===== src/rtl/fifo_pkg.sv =====
// rtl/fifo_pkg.sv - shared defaults and FSM state type for the FIFO write arbiter
// Contents: ADDR_WIDTH_DEF, DATA_WIDTH_DEF, arb_state_e (IDLE, BURST).
package fifo_pkg;

    localparam int ADDR_WIDTH_DEF = 9;
    localparam int DATA_WIDTH_DEF = 32;

    typedef enum logic {
        IDLE  = 1'b0,   // arbitrate among requesters
        BURST = 1'b1    // granted requester owns the write port
    } arb_state_e;

endpackage


===== src/rtl/fifo_wr_arbiter_if.sv =====
// rtl/fifo_wr_arbiter_if.sv - requester/FIFO-side bundle of the write arbiter
// Signals: wr_req, wr_data_in, wr_ack, gnt (requester side);
//          f_full, w_en, w_data (FIFO write-pointer side).
// Modports: master = arbiter, slave = requesters plus FIFO.
interface fifo_wr_arbiter_if
    import fifo_pkg::*;
#(
    parameter int NUM_REQ    = 4,
    parameter int DATA_WIDTH = DATA_WIDTH_DEF
);

    logic [NUM_REQ-1:0]            wr_req;
    logic [NUM_REQ*DATA_WIDTH-1:0] wr_data_in;
    logic [NUM_REQ-1:0]            wr_ack;
    logic [NUM_REQ-1:0]            gnt;
    logic                          f_full;
    logic                          w_en;
    logic [DATA_WIDTH-1:0]         w_data;

    modport master (
        input  wr_req, wr_data_in, f_full,
        output wr_ack, gnt, w_en, w_data
    );

    modport slave (
        output wr_req, wr_data_in, f_full,
        input  wr_ack, gnt, w_en, w_data
    );

endinterface


===== src/rtl/fifo_wr_arbiter_rr_arbiter.sv =====
// rtl/fifo_wr_arbiter_rr_arbiter.sv - combinational round-robin winner selection
// Ports: req_i (request vector), ptr_i (highest-priority index),
//        gnt_o (one-hot winner, zero if no request), idx_o (winner index).
module rr_arbiter #(
    parameter int NUM_REQ = 4,
    parameter int IDX_W   = $clog2(NUM_REQ)
) (
    input  logic [NUM_REQ-1:0] req_i,
    input  logic [IDX_W-1:0]   ptr_i,
    output logic [NUM_REQ-1:0] gnt_o,
    output logic [IDX_W-1:0]   idx_o
);

    int               cand;
    logic [IDX_W-1:0] cand_idx;

    // Walk offsets from farthest to nearest so the requester closest to
    // ptr_i (in wrap-around order) is the last writer and therefore wins.
    always_comb begin
        gnt_o    = '0;
        idx_o    = '0;
        cand     = 0;
        cand_idx = '0;
        for (int off = NUM_REQ - 1; off >= 0; off--) begin
            cand = int'(ptr_i) + off;
            if (cand >= NUM_REQ) begin
                cand = cand - NUM_REQ;
            end
            cand_idx = IDX_W'(cand);
            if (req_i[cand_idx]) begin
                gnt_o           = '0;
                gnt_o[cand_idx] = 1'b1;
                idx_o           = cand_idx;
            end
        end
    end

endmodule


===== src/rtl/fifo_wr_arbiter.sv =====
// rtl/fifo_wr_arbiter.sv - round-robin burst arbiter for N requesters onto one FIFO write port
// Ports: w_clk (write clock), wrst (sync active-high reset),
//        bus (fifo_wr_arbiter_if.master: wr_req, wr_data_in, wr_ack, gnt, f_full, w_en, w_data),
//        wr_cnt (per-requester accepted-word counters, only with FIFO_WR_ARB_STATS_EN).
// Option macro: FIFO_WR_ARB_STATS_EN.
module fifo_wr_arbiter
    import fifo_pkg::*;
#(
    parameter int ADDR_WIDTH = ADDR_WIDTH_DEF,
    parameter int DATA_WIDTH = DATA_WIDTH_DEF,
    parameter int NUM_REQ    = 4,
    parameter int MAX_BURST  = 8
) (
    input  logic                    w_clk,
    input  logic                    wrst,
    fifo_wr_arbiter_if.master       bus
`ifdef FIFO_WR_ARB_STATS_EN
    ,
    output logic [NUM_REQ*16-1:0]   wr_cnt
`endif
);

    localparam int         IDX_W    = $clog2(NUM_REQ);
    localparam logic [7:0] LAST_CNT = 8'(MAX_BURST - 1);

    if (NUM_REQ < 2 || NUM_REQ > 8) begin : g_bad_num_req
        $error("NUM_REQ out of range 2..8");
    end
    if (MAX_BURST < 1 || MAX_BURST > 255) begin : g_bad_max_burst
        $error("MAX_BURST out of range 1..255");
    end
    if (ADDR_WIDTH < 1) begin : g_bad_addr_width
        $error("ADDR_WIDTH must be positive");
    end

    arb_state_e         state_q, state_d;
    logic [NUM_REQ-1:0] gnt_q, gnt_d;
    logic [IDX_W-1:0]   gidx_q, gidx_d;
    logic [IDX_W-1:0]   rr_ptr_q, rr_ptr_d;
    logic [7:0]         burst_cnt_q, burst_cnt_d;

    logic [NUM_REQ-1:0] win_onehot;
    logic [IDX_W-1:0]   win_idx;
    logic               req_g;
    logic               w_en_c;
    logic [NUM_REQ-1:0] ack_c;

    rr_arbiter #(
        .NUM_REQ (NUM_REQ),
        .IDX_W   (IDX_W)
    ) u_rr_arbiter (
        .req_i (bus.wr_req),
        .ptr_i (rr_ptr_q),
        .gnt_o (win_onehot),
        .idx_o (win_idx)
    );

    // Write path is combinational from the requester so an accepted word
    // reaches the FIFO in the same cycle; reset gates it off immediately.
    assign req_g  = bus.wr_req[gidx_q];
    assign w_en_c = (state_q == BURST) && req_g && !bus.f_full && !wrst;
    assign ack_c  = w_en_c ? gnt_q : '0;

    assign bus.w_en   = w_en_c;
    assign bus.wr_ack = ack_c;
    assign bus.gnt    = gnt_q;
    assign bus.w_data = bus.wr_data_in[int'(gidx_q)*DATA_WIDTH +: DATA_WIDTH];

    always_comb begin
        state_d     = state_q;
        gnt_d       = gnt_q;
        gidx_d      = gidx_q;
        rr_ptr_d    = rr_ptr_q;
        burst_cnt_d = burst_cnt_q;
        case (state_q)
            IDLE: begin
                if (|bus.wr_req) begin
                    state_d     = BURST;
                    gnt_d       = win_onehot;
                    gidx_d      = win_idx;
                    burst_cnt_d = '0;
                end else begin
                    gnt_d = '0;
                end
            end
            BURST: begin
                // A dropped request ends the burst even on what would have
                // been its final beat; f_full alone only stalls.
                if (!req_g || (w_en_c && burst_cnt_q == LAST_CNT)) begin
                    state_d     = IDLE;
                    gnt_d       = '0;
                    burst_cnt_d = '0;
                    rr_ptr_d    = (gidx_q == IDX_W'(NUM_REQ - 1)) ? '0 : gidx_q + 1'b1;
                end else if (w_en_c) begin
                    burst_cnt_d = burst_cnt_q + 8'd1;
                end
            end
            default: begin
                state_d = IDLE;
                gnt_d   = '0;
            end
        endcase
    end

    always_ff @(posedge w_clk) begin
        if (wrst) begin
            state_q     <= IDLE;
            gnt_q       <= '0;
            gidx_q      <= '0;
            rr_ptr_q    <= '0;
            burst_cnt_q <= '0;
        end else begin
            state_q     <= state_d;
            gnt_q       <= gnt_d;
            gidx_q      <= gidx_d;
            rr_ptr_q    <= rr_ptr_d;
            burst_cnt_q <= burst_cnt_d;
        end
    end

`ifdef FIFO_WR_ARB_STATS_EN
    logic [15:0] cnt_q [NUM_REQ];

    always_ff @(posedge w_clk) begin
        if (wrst) begin
            for (int i = 0; i < NUM_REQ; i++) begin
                cnt_q[i] <= '0;
            end
        end else begin
            for (int i = 0; i < NUM_REQ; i++) begin
                if (ack_c[i] && cnt_q[i] != 16'hFFFF) begin
                    cnt_q[i] <= cnt_q[i] + 16'd1;
                end
            end
        end
    end

    for (genvar gi = 0; gi < NUM_REQ; gi++) begin : g_wr_cnt
        assign wr_cnt[gi*16 +: 16] = cnt_q[gi];
    end
`endif

endmodule


===== src/flat_wrapper.sv =====
// flat-port wrapper written by rule: the top's interface ports become plain ports
module fifo_wr_arbiter_flat import fifo_pkg::*;
#(
    parameter int ADDR_WIDTH = ADDR_WIDTH_DEF,
    parameter int DATA_WIDTH = DATA_WIDTH_DEF,
    parameter int NUM_REQ    = 4,
    parameter int MAX_BURST  = 8
)
  (w_clk, wrst, bus_wr_req, bus_wr_data_in, bus_f_full, bus_wr_ack, bus_gnt, bus_w_en, bus_w_data);
  fifo_wr_arbiter_if #(.NUM_REQ(NUM_REQ), .DATA_WIDTH(DATA_WIDTH)) bus_i ();
  input  logic w_clk;
  input  logic wrst;
  input wire logic [$bits(bus_i.wr_req)-1:0] bus_wr_req;
  input wire logic [$bits(bus_i.wr_data_in)-1:0] bus_wr_data_in;
  input wire logic [$bits(bus_i.f_full)-1:0] bus_f_full;
  output wire logic [$bits(bus_i.wr_ack)-1:0] bus_wr_ack;
  output wire logic [$bits(bus_i.gnt)-1:0] bus_gnt;
  output wire logic [$bits(bus_i.w_en)-1:0] bus_w_en;
  output wire logic [$bits(bus_i.w_data)-1:0] bus_w_data;
  assign bus_i.wr_req = bus_wr_req;
  assign bus_i.wr_data_in = bus_wr_data_in;
  assign bus_i.f_full = bus_f_full;
  assign bus_wr_ack = bus_i.wr_ack;
  assign bus_gnt = bus_i.gnt;
  assign bus_w_en = bus_i.w_en;
  assign bus_w_data = bus_i.w_data;
  fifo_wr_arbiter #(.ADDR_WIDTH(ADDR_WIDTH), .DATA_WIDTH(DATA_WIDTH), .NUM_REQ(NUM_REQ), .MAX_BURST(MAX_BURST)) u_core (.w_clk(w_clk), .wrst(wrst), .bus(bus_i));
endmodule

===== config.mk =====
export PLATFORM = sky130hd
export DESIGN_NAME = fifo_wr_arbiter_flat
export DESIGN_NICKNAME = d
export VERILOG_FILES = /design/src/rtl/fifo_pkg.sv /design/src/rtl/fifo_wr_arbiter_if.sv /design/src/rtl/fifo_wr_arbiter_rr_arbiter.sv /design/src/rtl/fifo_wr_arbiter.sv /design/src/flat_wrapper.sv
export SDC_FILE = /design/constraint.sdc
export NUM_CORES = 1
export LEC_CHECK = 0
export CAP_MARGIN = 20
export CORE_MARGIN = 10
export CORE_UTILIZATION = 31
export CTS_CLUSTER_DIAMETER = 50
export DETAILED_ROUTE_END_ITERATION = 12
export GPL_TIMING_DRIVEN = 0
export PLACE_DENSITY = 0.76
export SYNTH_ARGS = -nofsm -noshare
export SYNTH_HDL_FRONTEND = slang
export SYNTH_SLANG_ARGS = --single-unit

===== constraint.sdc =====
create_clock -name w_clk -period 4.3 [get_ports w_clk]
set_clock_uncertainty 0.1 [all_clocks]
set_input_delay 0.86 -clock w_clk [delete_from_list [all_inputs] [get_ports w_clk]]
set_output_delay 0.86 -clock w_clk [all_outputs]
set_load 0.02 [all_outputs]

==> flow_summary.json <==
{
  "outcome": "finished clean",
  "drt_iter0_drc": 84,
  "cpMostUsedCell": "clkdlybuf4s50_1",
  "track_usage_pct": 16.8,
  "dr.pass1.iters": 4,
  "hold_buffers": 0,
  "synth_nets": 343,
  "overflow": 0,
  "cp_max_fo": 8,
  "dieArea_um2": 10800,
  "synth_edf_count": 0,
  "n_antenna_cell": 0,
  "via_count": 2394,
  "vdd_drop_max_v": 0.0000877,
  "syn_inst": 198,
  "hp-class": "reg -> reg",
  "powerDensity_nw_per_um2": 213,
  "cts_tree": "built",
  "grt_max_degree": 11,
  "leakagePower_nw": 1.50,
  "min_period_over_period_pct": 91.1,
  "syn-cell-area_um2": 2180,
  "yosysWarnings": 0,
  "arrival_ns": 2.96,
  "ant_nets": 0,
  "grt_pass1_wl_um": 14800,
  "via_per_inst": 5.09,
  "cts_resized": 0,
  "drive_gt1_share_pct": 17.4,
  "required_ns": 3.34,
  "ios": 176,
  "criticalPathCategory": "in -> out",
  "final_cells": 470,
  "synth.distinct_cells": 51,
  "clk_pin_slew_ns": 0.07,
  "grt_setup_unrepaired": "false",
  "r2r_slack_ns": 1.52,
  "synth.avg_cell_area_um2": 11.0,
  "hold_violations": 0,
  "finalMaxSlewViolations": 0,
  "clkLatencyLatePin_ns": 0.25,
  "initial_core_util_pct": 32.0,
  "fin_nets": 520,
  "wl_per_cell_um": 20.1,
  "async_flop_share_pct": 0,
  "grt_pass1_vias": 2525,
  "ys_seq_area_share_pct": 15.6,
  "critPathSlowestCell": "clkdlybuf4s50_1",
  "core_area_um2": 6790,
  "die_h_um": 104,
  "clock-sinks": 17,
  "postCtsSetupRepairBufs": 0,
  "crit_chain": "clkdlybuf4s50_1 > mux2_4 > a22oi_1 > nor2_1 > and2_1 > clkdlybuf4s50_1",
  "wl_um": 9450,
  "utilization_pct": 59.8,
  "start_kind": "input pin",
  "rows": 30,
  "gp_congestion": 0.839,
  "fmax_ghz": 0.255,
  "antenna_found_initial": 1,
  "fin_area_um2": 4060,
  "io_buffers": 172,
  "finalSetupViolCount": 0,
  "area_delta_synth_final_pct": 86.8,
  "cap_viol_max_count": 0,
  "cts.root.buffer_cell": "clkbuf_8",
  "cts_buffers": 3,
  "worst_setup_path_end_kind": "output pin",
  "hpwl_um": 8440,
  "clk_path_buf_depth": 2,
  "place_area_um2": 4020,
  "tightest_slew_ns": 0.654,
  "dp_cells": 466,
  "max-slew-margin-rel_pct": 56.1,
  "finalCriticalPeriod_ns": 3.92,
  "h-tree-depth": 1,
  "ys_ff_latch": 17,
  "die_x_um": 104,
  "slowest_delay_ns": 0.58,
  "drc": 0,
  "synthFlopType": "dfxtp_1",
  "fin_tns_setup_ns": 0
}
-- placed cells by master (no fill, tap or decap), types with 2 or more instances in the layout --
cell and count:
and2_1 5, nand2_1 8, o2bb2ai_1 4, nor2b_1 4, a21o_1 6, buf_4 2
clkbuf_8 3, buf_6 2, mux2_4 5, o31ai_1 2, nand3_1 4, or2_2 3
a21oi_1 10, ha_1 10, or3_1 2, dfxtp_1 17, clkdlybuf4s50_1 172, clkbuf_1 5
nor4_1 7, a221o_1 8, mux2i_1 5, nor2_1 5, o21ai_0 2, buf_2 8
nor3_1 7, inv_1 8, mux4_2 33
-- registers in the layout, summed over array words and instances (netlist names) --
register,cells
u_core.burst_cnt_q,8
u_core.bus.gnt,4
u_core.gidx_q,2
u_core.rr_ptr_q,2
u_core.state_q,1
-- cells by family after synthesis --
kind of cell	Yosys count	synth area share, %
simple gates	57	15.7
buf+inv	25	5.81
mux	44	40.4
fa+ha+maj	10	5.75
compound gates	45	16.7
flops	17	15.6
-- stage by stage --
step	total power, mW	hold slack, ns	setup WS [ns]
CTS	0.876	0.390	0.370
global placement	0.749	0.363	0.382
global route	0.916	0.423	0.293
floorplan	0.483	0.352	1.32
detailed placement	0.755	0.371	0.371
finish	0.865	0.387	0.384
-- layout make-up --
cell class	count	area, µm²
inverters	8	30.0
flip-flops and latches	17	340
plain buffers	17	96.3
fillers	584	2730
multi-input cells	156	1710
clock inverters	1	5.00
well taps	96	120
clock buffers	3	41.3
repair buffers	172	1720
-- Yosys cell counts (3+ instances only) --
master     count  share of area, %
buf_2          8               1.8
nor2_1         5              0.86
a21oi_1       10               2.3
a21o_1         6               2.1
clkbuf_1       5              0.86
mux2i_1        5               2.3
mux4_2        33                34
mux2_4         5               3.5
nor2b_1        4               1.1
and2_1         5               1.4
nand3_1        4              0.92
ha_1          10               5.8
inv_1          8               1.4
or2_2          3              0.86
nor4_1         7               2.0
a221o_1        8               3.7
o2bb2ai_1      4               1.6
nor3_1         7               1.6
nand2_1        8               1.4
dfxtp_1       17                16
-- worst paths after layout --
| path | from | endpoint | cells after the start |
|---|---|---|---|
| worst min register to register | u_core.burst_cnt_q[7] | u_core.burst_cnt_q[7] | 1 |
| worst max-delay path | bus_wr_req[0] | bus_wr_ack[3] | 6 |
| worst min-delay path | u_core.burst_cnt_q[7] | u_core.burst_cnt_q[7] | 1 |
| worst max register to register | u_core.rr_ptr_q[0] | u_core.bus.gnt[1] | 9 |
-- where the power goes --
| part | internal, mW | switching [mW] | total (mW) |
|---|---|---|---|
| Clock | 0.0642 | 0.0541 | 0.118 |
| Sequential | 0.167 | 0.00888 | 0.176 |
| Combinational | 0.333 | 0.237 | 0.570 |
-- worst max-delay path, delay by kind of cell --
kind / cells / cell delay [ns]
buffers and inverters: 2 / 1.12
multiplexers: 1 / 0.37
AO/OA/AOI/OAI: 1 / 0.27
AND/OR/NAND/NOR: 2 / 0.34
-- metal layers --
layer	part of all wire (%)	track usage (%)	vias to the layer above
li1	-	-	1156
met1	39	18.5	1155
met2	54	31.6	79
met3	5.9	4.34	4
met4	0.62	2.68	0
met5	0	0	-
(Power assumes the default switching activity.)
